==> src/rtl/dl_pkg.sv <==
// dl_pkg: shared definitions for the DL bus sequencer.
// Holds the FSM state encoding, the write-strobe length limits, the
// wait-timeout constant and the registered-output bundle.
package dl_pkg;

   // Legal range of the nWR-low strobe length, in cycles
   localparam int unsigned WR_HOLD_MIN = 1;
   localparam int unsigned WR_HOLD_MAX = 15;

   // Number of stalled cycles after which a waited access is aborted
   localparam logic [7:0] WAIT_TIMEOUT = 8'd255;

   // Sequencer states; WAIT_ABORT is the final ack/err cycle of a timed-out access
   typedef enum logic [2:0] {
      IDLE       = 3'd0,
      RD_DRIVE   = 3'd1,
      RD_SAMPLE  = 3'd2,
      WR_SETUP   = 3'd3,
      WR_STROBE  = 3'd4,
      WR_END     = 3'd5,
      ALU_LOAD   = 3'd6,
      WAIT_ABORT = 3'd7
   } dl_state_e;

   // Registered control outputs, kept together so they update as one word
   typedef struct packed {
      logic ctrl1;
      logic ctrl2;
      logic nrd;
      logic nwr;
      logic ack;
      logic busy;
      logic err;
   } dl_out_t;

   // Output word while idle: bus disabled, ALU not driving, strobes high
   localparam dl_out_t OUT_IDLE = '{ctrl1: 1'b1, ctrl2: 1'b0, nrd: 1'b1,
                                    nwr: 1'b1, ack: 1'b0, busy: 1'b0, err: 1'b0};

   // Down-counter reload for a strobe of cyc cycles, clamped to the legal range
   function automatic logic [3:0] hold_reload(input int unsigned cyc);
      int unsigned c;
      if (cyc < WR_HOLD_MIN) begin
         c = WR_HOLD_MIN;
      end else if (cyc > WR_HOLD_MAX) begin
         c = WR_HOLD_MAX;
      end else begin
         c = cyc;
      end
      return 4'(c - 32'd1);
   endfunction

endpackage

==> src/rtl/dl_seq_timer.sv <==
// dl_seq_timer: loadable down-counter with a zero flag.
// Used for the write-strobe length and, when enabled, the wait timeout.
module dl_seq_timer #(
   parameter int unsigned W = 4
) (
   input  logic         CLK,
   input  logic         nRESET,
   input  logic         load,
   input  logic [W-1:0] load_val,
   input  logic         dec,
   output logic         zero
);

   logic [W-1:0] cnt_d;
   logic [W-1:0] cnt_q;

   // Next count: load has priority over decrement, otherwise hold
   always_comb begin
      cnt_d = cnt_q;
      if (load) begin
         cnt_d = load_val;
      end else if (dec) begin
         cnt_d = cnt_q - {{(W-1){1'b0}}, 1'b1};
      end else begin
         cnt_d = cnt_q;
      end
   end

   // Count register, cleared by reset
   always_ff @(posedge CLK or negedge nRESET) begin
      if (!nRESET) begin
         cnt_q <= {W{1'b0}};
      end else begin
         cnt_q <= cnt_d;
      end
   end

   assign zero = (cnt_q == {W{1'b0}});

endmodule

==> src/rtl/dl_bus_seq.sv <==
// dl_bus_seq: sequences external-bus reads, writes and ALU loads onto DL.
// Optional feature macro: DL_SEQ_WAIT_EN adds the nWAIT input, stalls in
// RD_DRIVE/WR_STROBE while nWAIT is low, and aborts with ack+err after
// 255 stalled cycles. Without it err is constant 0.
// All outputs are registered from the next-state decode.
module dl_bus_seq
   import dl_pkg::*;
#(
   parameter int unsigned WR_HOLD_CYC = 1
) (
   input  logic       CLK,
   input  logic       nRESET,
   input  logic       req_rd,
   input  logic       req_wr,
   input  logic       req_alu,
   input  logic [7:0] DL,
`ifdef DL_SEQ_WAIT_EN
   input  logic       nWAIT,
`endif
   output logic       ack,
   output logic       busy,
   output logic [7:0] rd_data,
   output logic       DL_Control1,
   output logic       DL_Control2,
   output logic       nRD,
   output logic       nWR,
   output logic       err
);

   localparam logic [3:0] HOLD_RELOAD = hold_reload(WR_HOLD_CYC);
`ifdef DL_SEQ_WAIT_EN
   localparam logic ERR_EN = 1'b1;
`else
   localparam logic ERR_EN = 1'b0;
`endif

   dl_state_e  state_q, state_d;
   dl_out_t    out_q, out_d;
   logic [7:0] rd_data_q, rd_data_d;
   logic       stall_s, timeout_s;
   logic       hold_zero_s, hold_load_s, hold_dec_s;

   // Strobe timer: reloaded outside WR_STROBE, counts down while not stalled
   assign hold_load_s = (state_q != WR_STROBE);
   assign hold_dec_s  = (state_q == WR_STROBE) && !stall_s && !hold_zero_s;

   dl_seq_timer #(.W(4)) u_hold_timer (
      .CLK      (CLK),
      .nRESET   (nRESET),
      .load     (hold_load_s),
      .load_val (HOLD_RELOAD),
      .dec      (hold_dec_s),
      .zero     (hold_zero_s)
   );

`ifdef DL_SEQ_WAIT_EN
   logic wait_st_s, wait_zero_s, wait_load_s, wait_dec_s;

   // Wait timer counts stalled cycles across the whole access; the 255th stall aborts
   assign wait_st_s   = (state_q == RD_DRIVE) || (state_q == WR_STROBE);
   assign stall_s     = wait_st_s && !nWAIT;
   assign wait_load_s = !wait_st_s;
   assign wait_dec_s  = stall_s && !wait_zero_s;
   assign timeout_s   = stall_s && wait_zero_s;

   dl_seq_timer #(.W(8)) u_wait_timer (
      .CLK      (CLK),
      .nRESET   (nRESET),
      .load     (wait_load_s),
      .load_val (WAIT_TIMEOUT - 8'd1),
      .dec      (wait_dec_s),
      .zero     (wait_zero_s)
   );
`else
   assign stall_s   = 1'b0;
   assign timeout_s = 1'b0;
`endif

   // State register
   always_ff @(posedge CLK or negedge nRESET) begin
      if (!nRESET) begin
         state_q <= IDLE;
      end else begin
         state_q <= state_d;
      end
   end

   // Next state: requests are only looked at in IDLE, alu > wr > rd
   always_comb begin
      state_d = state_q;
      case (state_q)
         IDLE: begin
            if (req_alu) begin
               state_d = ALU_LOAD;
            end else if (req_wr) begin
               state_d = WR_SETUP;
            end else if (req_rd) begin
               state_d = RD_DRIVE;
            end else begin
               state_d = IDLE;
            end
         end
         RD_DRIVE: begin
            if (timeout_s) begin
               state_d = WAIT_ABORT;
            end else if (stall_s) begin
               state_d = RD_DRIVE;
            end else begin
               state_d = RD_SAMPLE;
            end
         end
         WR_SETUP:  state_d = WR_STROBE;
         WR_STROBE: begin
            if (timeout_s) begin
               state_d = WAIT_ABORT;
            end else if (stall_s || !hold_zero_s) begin
               state_d = WR_STROBE;
            end else begin
               state_d = WR_END;
            end
         end
         RD_SAMPLE:  state_d = IDLE;
         WR_END:     state_d = IDLE;
         ALU_LOAD:   state_d = IDLE;
         WAIT_ABORT: state_d = IDLE;
         default:    state_d = IDLE;
      endcase
   end

   // Output decode of the state being entered, so outputs come straight from flops
   always_comb begin
      out_d = OUT_IDLE;
      case (state_d)
         IDLE: out_d = OUT_IDLE;
         RD_DRIVE: begin
            out_d.ctrl1 = 1'b0;
            out_d.nrd   = 1'b0;
            out_d.busy  = 1'b1;
         end
         RD_SAMPLE: begin
            out_d.ctrl1 = 1'b0;
            out_d.nrd   = 1'b0;
            out_d.ack   = 1'b1;
            out_d.busy  = 1'b1;
         end
         WR_SETUP: begin
            out_d.ctrl1 = 1'b0;
            out_d.busy  = 1'b1;
         end
         WR_STROBE: begin
            out_d.ctrl1 = 1'b0;
            out_d.nwr   = 1'b0;
            out_d.busy  = 1'b1;
         end
         WR_END: begin
            out_d.ctrl1 = 1'b0;
            out_d.ack   = 1'b1;
            out_d.busy  = 1'b1;
         end
         ALU_LOAD: begin
            out_d.ctrl2 = 1'b1;
            out_d.ack   = 1'b1;
            out_d.busy  = 1'b1;
         end
         WAIT_ABORT: begin
            out_d.ack  = 1'b1;
            out_d.busy = 1'b1;
            out_d.err  = ERR_EN;
         end
         default: out_d = OUT_IDLE;
      endcase
   end

   // Read capture: DL is latched only on the edge into RD_SAMPLE
   always_comb begin
      if (state_d == RD_SAMPLE) begin
         rd_data_d = DL;
      end else begin
         rd_data_d = rd_data_q;
      end
   end

   // Output registers; reset aborts any access without an ack
   always_ff @(posedge CLK or negedge nRESET) begin
      if (!nRESET) begin
         out_q     <= OUT_IDLE;
         rd_data_q <= 8'h00;
      end else begin
         out_q     <= out_d;
         rd_data_q <= rd_data_d;
      end
   end

   assign ack         = out_q.ack;
   assign busy        = out_q.busy;
   assign err         = out_q.err;
   assign DL_Control1 = out_q.ctrl1;
   assign DL_Control2 = out_q.ctrl2;
   assign nRD         = out_q.nrd;
   assign nWR         = out_q.nwr;
   assign rd_data     = rd_data_q;

endmodule

==> config.mk <==
export PLATFORM = sky130hd
export DESIGN_NAME = dl_bus_seq
export DESIGN_NICKNAME = d
export VERILOG_FILES = /design/src/rtl/dl_pkg.sv /design/src/rtl/dl_seq_timer.sv /design/src/rtl/dl_bus_seq.sv
export SDC_FILE = /design/constraint.sdc
export NUM_CORES = 1
export LEC_CHECK = 0
export CORE_ASPECT_RATIO = 1.4
export CORE_UTILIZATION = 49
export CTS_CLUSTER_SIZE = 28
export DETAILED_ROUTE_END_ITERATION = 10
export HOLD_SLACK_MARGIN = 0.12
export PLACE_DENSITY = 0.83
export SYNTH_ARGS = -nofsm -noshare
export SYNTH_HDL_FRONTEND = slang
export SYNTH_HIERARCHICAL = 1
export SYNTH_SLANG_ARGS = --single-unit
==> constraint.sdc <==
create_clock -name CLK -period 5.8 [get_ports CLK]
set_input_delay 0.87 -clock CLK [delete_from_list [all_inputs] [get_ports CLK]]
set_output_delay 0.87 -clock CLK [all_outputs]
set_load 0.03 [all_outputs]
# Word-level counts from Yosys, hierarchy flattened
# Index checks and enable logic that the tools add are counted.
[classes] add_sub_neg=1 n_mul=0 n_div=0 n_lt_le_gt_ge=0 eq_ne=15 shift=0 n_mux=13 bitwise_logic=0 reduce_logical=11
[op_table] operator="3-bit equality test, second input constant" count=8
[op_table] operator="3-bit case mux with 5 select lines" count=1
[op_table] operator="3-bit by 2-bit equality test with 1-bit output, second input constant" count=4
[op_table] operator="4-bit 2-to-1 mux" count=2
[op_table] operator="4-bit OR reduction" count=2
[op_table] operator="1-bit 2-to-1 mux" count=7
[op_table] operator="7-bit OR reduction" count=1
[op_table] operator="3-bit by 1-bit equality test with 1-bit output, second input constant" count=2
[op_table] operator="3-bit logical NOT" count=2
[op_table] operator="3-bit 2-to-1 mux" count=2
[op_table] operator="5-bit OR reduction" count=1
[op_table] operator="4-bit logical NOT" count=1
[op_table] operator="4-bit by 1-bit subtractor with 4-bit output, second input constant" count=1
[op_table] operator="3-bit inequality test, second input constant" count=1
[op_table] operator="1-bit case mux with 2 select lines" count=1
[op_table] operator="2-bit nonzero test" count=1
[op_table] operator="2-bit OR reduction" count=1
[op_table] operator="1-bit logical AND" count=1
[op_table] operator="1-bit logical NOT" count=1
[totals] register_bits=21 latchBits=0 ramBits=0 romBits=0 inputBits=13 out_inout_bits=15 word_cells=49 memories=0

# Longest topological paths before layout
[logic_depth] depth_word=7 ltp_mapped=7 mapped_depth_nobuf=7

# Modules after synthesis
# The synthesis kept the hierarchy.
[modules_own_cells] mod="dl_bus_seq" instances=1 cells_per_inst=55 area_per_inst_um2=715.7 seq_area_each_um2=429.2
[modules_own_cells] mod="dl_seq_timer" instances=1 cells_per_inst=21 area_per_inst_um2=230.2 seq_area_each_um2=100.1

# Worst setup path before layout
# OpenSTA, ideal clock, no wires.
[synth_path] path_kind="register to register" start="register state_q[0]" end="register u_hold_timer.cnt_q[3]" setup_time_ns=0.125 arrival_ns=1.752 t_required_ns=5.675 slack_ns=3.923 stages_incl_launch_ff=7 n_path_buf=1 synth_period_minus_slack_ns=1.877 cell_sequence="dfrtp_1 clkbuf_2 or3b_2 nor2_2 nor4b_4 xor2_1 mux2_2"
[synth_via] elab_cells_between_ends=5 cone_classes="eq/ne: 2; mux: 1; reduce/logical: 2"
[synth_lines] item="from (decl)" line_no="dl_bus_seq.sv:37" text="dl_state_e state_q, state_d;"
[synth_lines] item="from (signal assigned)" line_no="dl_bus_seq.sv:84" text="state_q <= state_d;"
[synth_lines] item="3-bit inequality test *" line_no="dl_bus_seq.sv:44" text="assign hold_load_s = (state_q != WR_STROBE);"
[synth_lines] item="via hold_load_s" line_no="dl_bus_seq.sv:41" text="logic hold_zero_s, hold_load_s, hold_dec_s;"
[synth_lines] item="4-bit 2-to-1 mux / 2-bit nonzero test (equally long branches)"
[synth_lines] item="to (signal assigned)" line_no="dl_seq_timer.sv:32" text="cnt_q <= {W{1'b0}};"
[synth_lines] item="to (signal assigned)" line_no="dl_seq_timer.sv:34" text="cnt_q <= cnt_d;"
[synth_lines] item="to (decl)" line_no="dl_seq_timer.sv:15" text="logic [W-1:0] cnt_q;"
# Mark *: on every way through the listed nets, which the timed path passes. The rest lies on a longest branch.
# A chain may end at the register's enable or synchronous reset.

# Worst setup path in the final report
[layout_path] start="register out_q, in the netlist nWR" end="output port nWR"
[layout_lines] item="from (decl)" line_no="dl_bus_seq.sv:38" text="dl_out_t out_q, out_d;"
[layout_lines] item="from (signal assigned)" line_no="dl_bus_seq.sv:189" text="out_q <= out_d;"
[layout_lines] item="to (decl)" line_no="dl_bus_seq.sv:26" text="output logic nWR,"
# No word-level cell between the ends.

==> results.yml <==
setup_path:
  path_buf_inv: 1
  slowest_stage: "clkdlybuf4s50_1"
  worstSetupEndpointType: "output port"
  path_class: "register to output port"
  crit_path_max_fanout: 1
  max_stage_delay_ps: 660
  cp.arrival_ps: 1500
  cp_cell_sequence: "clkdlybuf4s50_1"
  crit_required_ps: 4930
  crit_family: "buffers and inverters"
  setup.worst_path.start_class: "register"
timing:
  setup-tns-final_ps: 0
  worst_slack_ps: 3430
  setup_viol: 0
  clock_skew_ps: 3.62
  timing.final.crit_share_pct: 40.8
  hold_slack_ps: 520
  max_freq_mhz: 422
  final-hold-violation-count: 0
  maxSlewViolCount: 0
  slew_headroom_pct: 40.5
  rsz0062_at_grt: "false"
  worst_pin_slew_ps: 890
  fin_crit_ps: 2370
synth:
  ys_seq_elements: 21
  synth_cells: 76
  syn_area_per_cell_um2: 12.4
  yosysTopAreaCell: "dfrtp_1"
  synthTopCellsByArea: "dfrtp_1, dfstp_2, mux2_4"
  ys_warn_count: 6
  synth_async_sr_flop_share_pct: 100
  synth_area_um2: 946
  synth_edf_count: 0
  seq_area_frac_synth_pct: 56.0
  synth_ff_type: "dfrtp_1"
  synth_cell_types: 30
  post-synth-top-area-fraction_pct: 47.6
routing:
  wire_per_inst_um: 13.4
  drt_first_pass_iters: 4
  via_count: 672
  viasPerCell: 5.29
  routed_wl_um: 1700
  drc: 0
  ant_nets: 0
  drt_iter0_drc: 7
layout:
  antenna_cells: 0
  nFillCells: 140
  drive_above_1_share_pct: 18.7
  fin_nets: 122
  fin_util_pct: 70.3
  area_growth_pct: 32.1
min_path:
  hold_class: "register to register"
job:
  drv_cap: 0
die:
  dieArea_mm2: 0.00211
  rows: 18
  core_mm2: 0.00178
  die_x_um: 39.1
  initial_core_util_pct: 53.2
  die_y_um: 54.0
  num_io_pins: 28
placement:
  dpl.hpwl_um: 1270
  gp_congestion: 0.827
  pre_cts_slack_ps: 3560
  io_buffer_count: 26
clock_tree:
  post-cts-setup-buffers: 0
  cts_tree: "built"
  cts_max_path_buffers: 2
  clkSlewWorstSetupHoldPaths_ps: 110
  cts-root-buf: "clkbuf_4"
  ctsResizeCount: 0
  hold_buffers: 0
  insertion_delay_ps: 310
  numCtsBuffers: 3
  cts_sinks: 21
  htreeDepth: 1
global_route:
  overflow: 0
  antenna_found_initial: 0
  grt_pass1_wl_um: 2430
  groute.usage.overall_pct: 18.2
  grt_pass1_vias: 599
  grt_max_degree: 22
outcome:
  status: "finished clean"
power_and_ir_drop:
  p_per_area_mw_per_mm2: 588
  power.total_uw: 735
  power_leakage_uw: 0.000554
  max-vdd-ir-drop_mv: 0.293
## final cells by class
class	instances	area, um2	area share, %
repair buffers	26	260	20.8
clock buffers	3	22.5	1.80
multi-input cells	52	393	31.4
well taps	20	25.0	2.00
flip-flops and latches	21	529	42.3
clock inverters	1	5.00	0.400
inverters	4	15.0	1.20
## where the power goes
part / switching (uW) / internal [uW]
clock network: 44.3 / 25.8
registers: 52.7 / 223
logic: 202 / 187
## worst register-to-register path: stages, from the launching register on
cell and delay [ps]:
dfrtp_1 490, or3b_2 580, nor2_2 230, nor4b_4 260
xor2_1 90, mux2_2 260
## layer usage
layer / routed length, um / global-route usage, %
met1: 686 / 19.0
met2: 880 / 30.6
met3: 99 / 3.72
met4: 36 / 14.4
met5: 0 / 0
## placed cells by master, fill, tap and decap left out, types with 2 or more instances in the layout
cell type and instances:
mux2_4 5, xor2_1 2, nor2_1 3, nor3b_1 2, dfstp_2 3, o21ai_0 4, a21oi_1 4, dfrtp_1 18
mux2_2 5, clkbuf_4 3, nand2_1 7, clkdlybuf4s50_1 26, inv_1 4, conb_1 5
## registers in the layout, indices dropped and copies added, names as in the netlist
name	count
DL_Control1	1
DL_Control2	1
ack	1
busy	1
nRD	1
nWR	1
rd_data	8
state_q	3
u_hold_timer/cnt_q	4
## synth_stat cells, types with 2 or more instances
library cell	count
a21oi_1	4
dfstp_2	3
inv_1	4
xor2_1	2
nor3b_1	2
mux2_4	5
mux2_2	5
nand2_1	7
o21ai_0	4
dfrtp_1	18
nor2_1	3
## final timing paths
check                           startpoint                     to  slack (ps)  cells after the start
worst max-delay path                   nWR                    nWR        3430                      1
worst min-delay path            rd_data[3]             rd_data[3]         520                      1
worst max register to register  state_q[0]  u_hold_timer/cnt_q[3]        3790                      5
worst min register to register  rd_data[3]             rd_data[3]         520                      1
max in group asynchronous           nRESET                    ack        4200                      1
min in group asynchronous           nRESET  u_hold_timer/cnt_q[0]        1050                      1
## through the flow
| stage | cell area (um2) | std cells |
|---|---|---|
| 3_3_place_gp | 1220 | 123 |
| 3_5_place_dp | 1220 | 123 |
| 6_report | 1250 | 127 |
| 5_1_grt | 1250 | 127 |
| 4_1_cts | 1250 | 127 |
| 2_1_floorplan | 961 | 80 |
## cell families after synthesis
group,Yosys count,share of synthesized area (%)
xor+xnor,3,2.78
simple gates,23,15.3
buf+inv,7,4.10
other cells,1,0.396
fa+ha+maj,1,1.32
flops,21,56.0
compound gates,10,6.22
mux,10,13.9
Note: power is estimated with default switching activity, not from simulation.
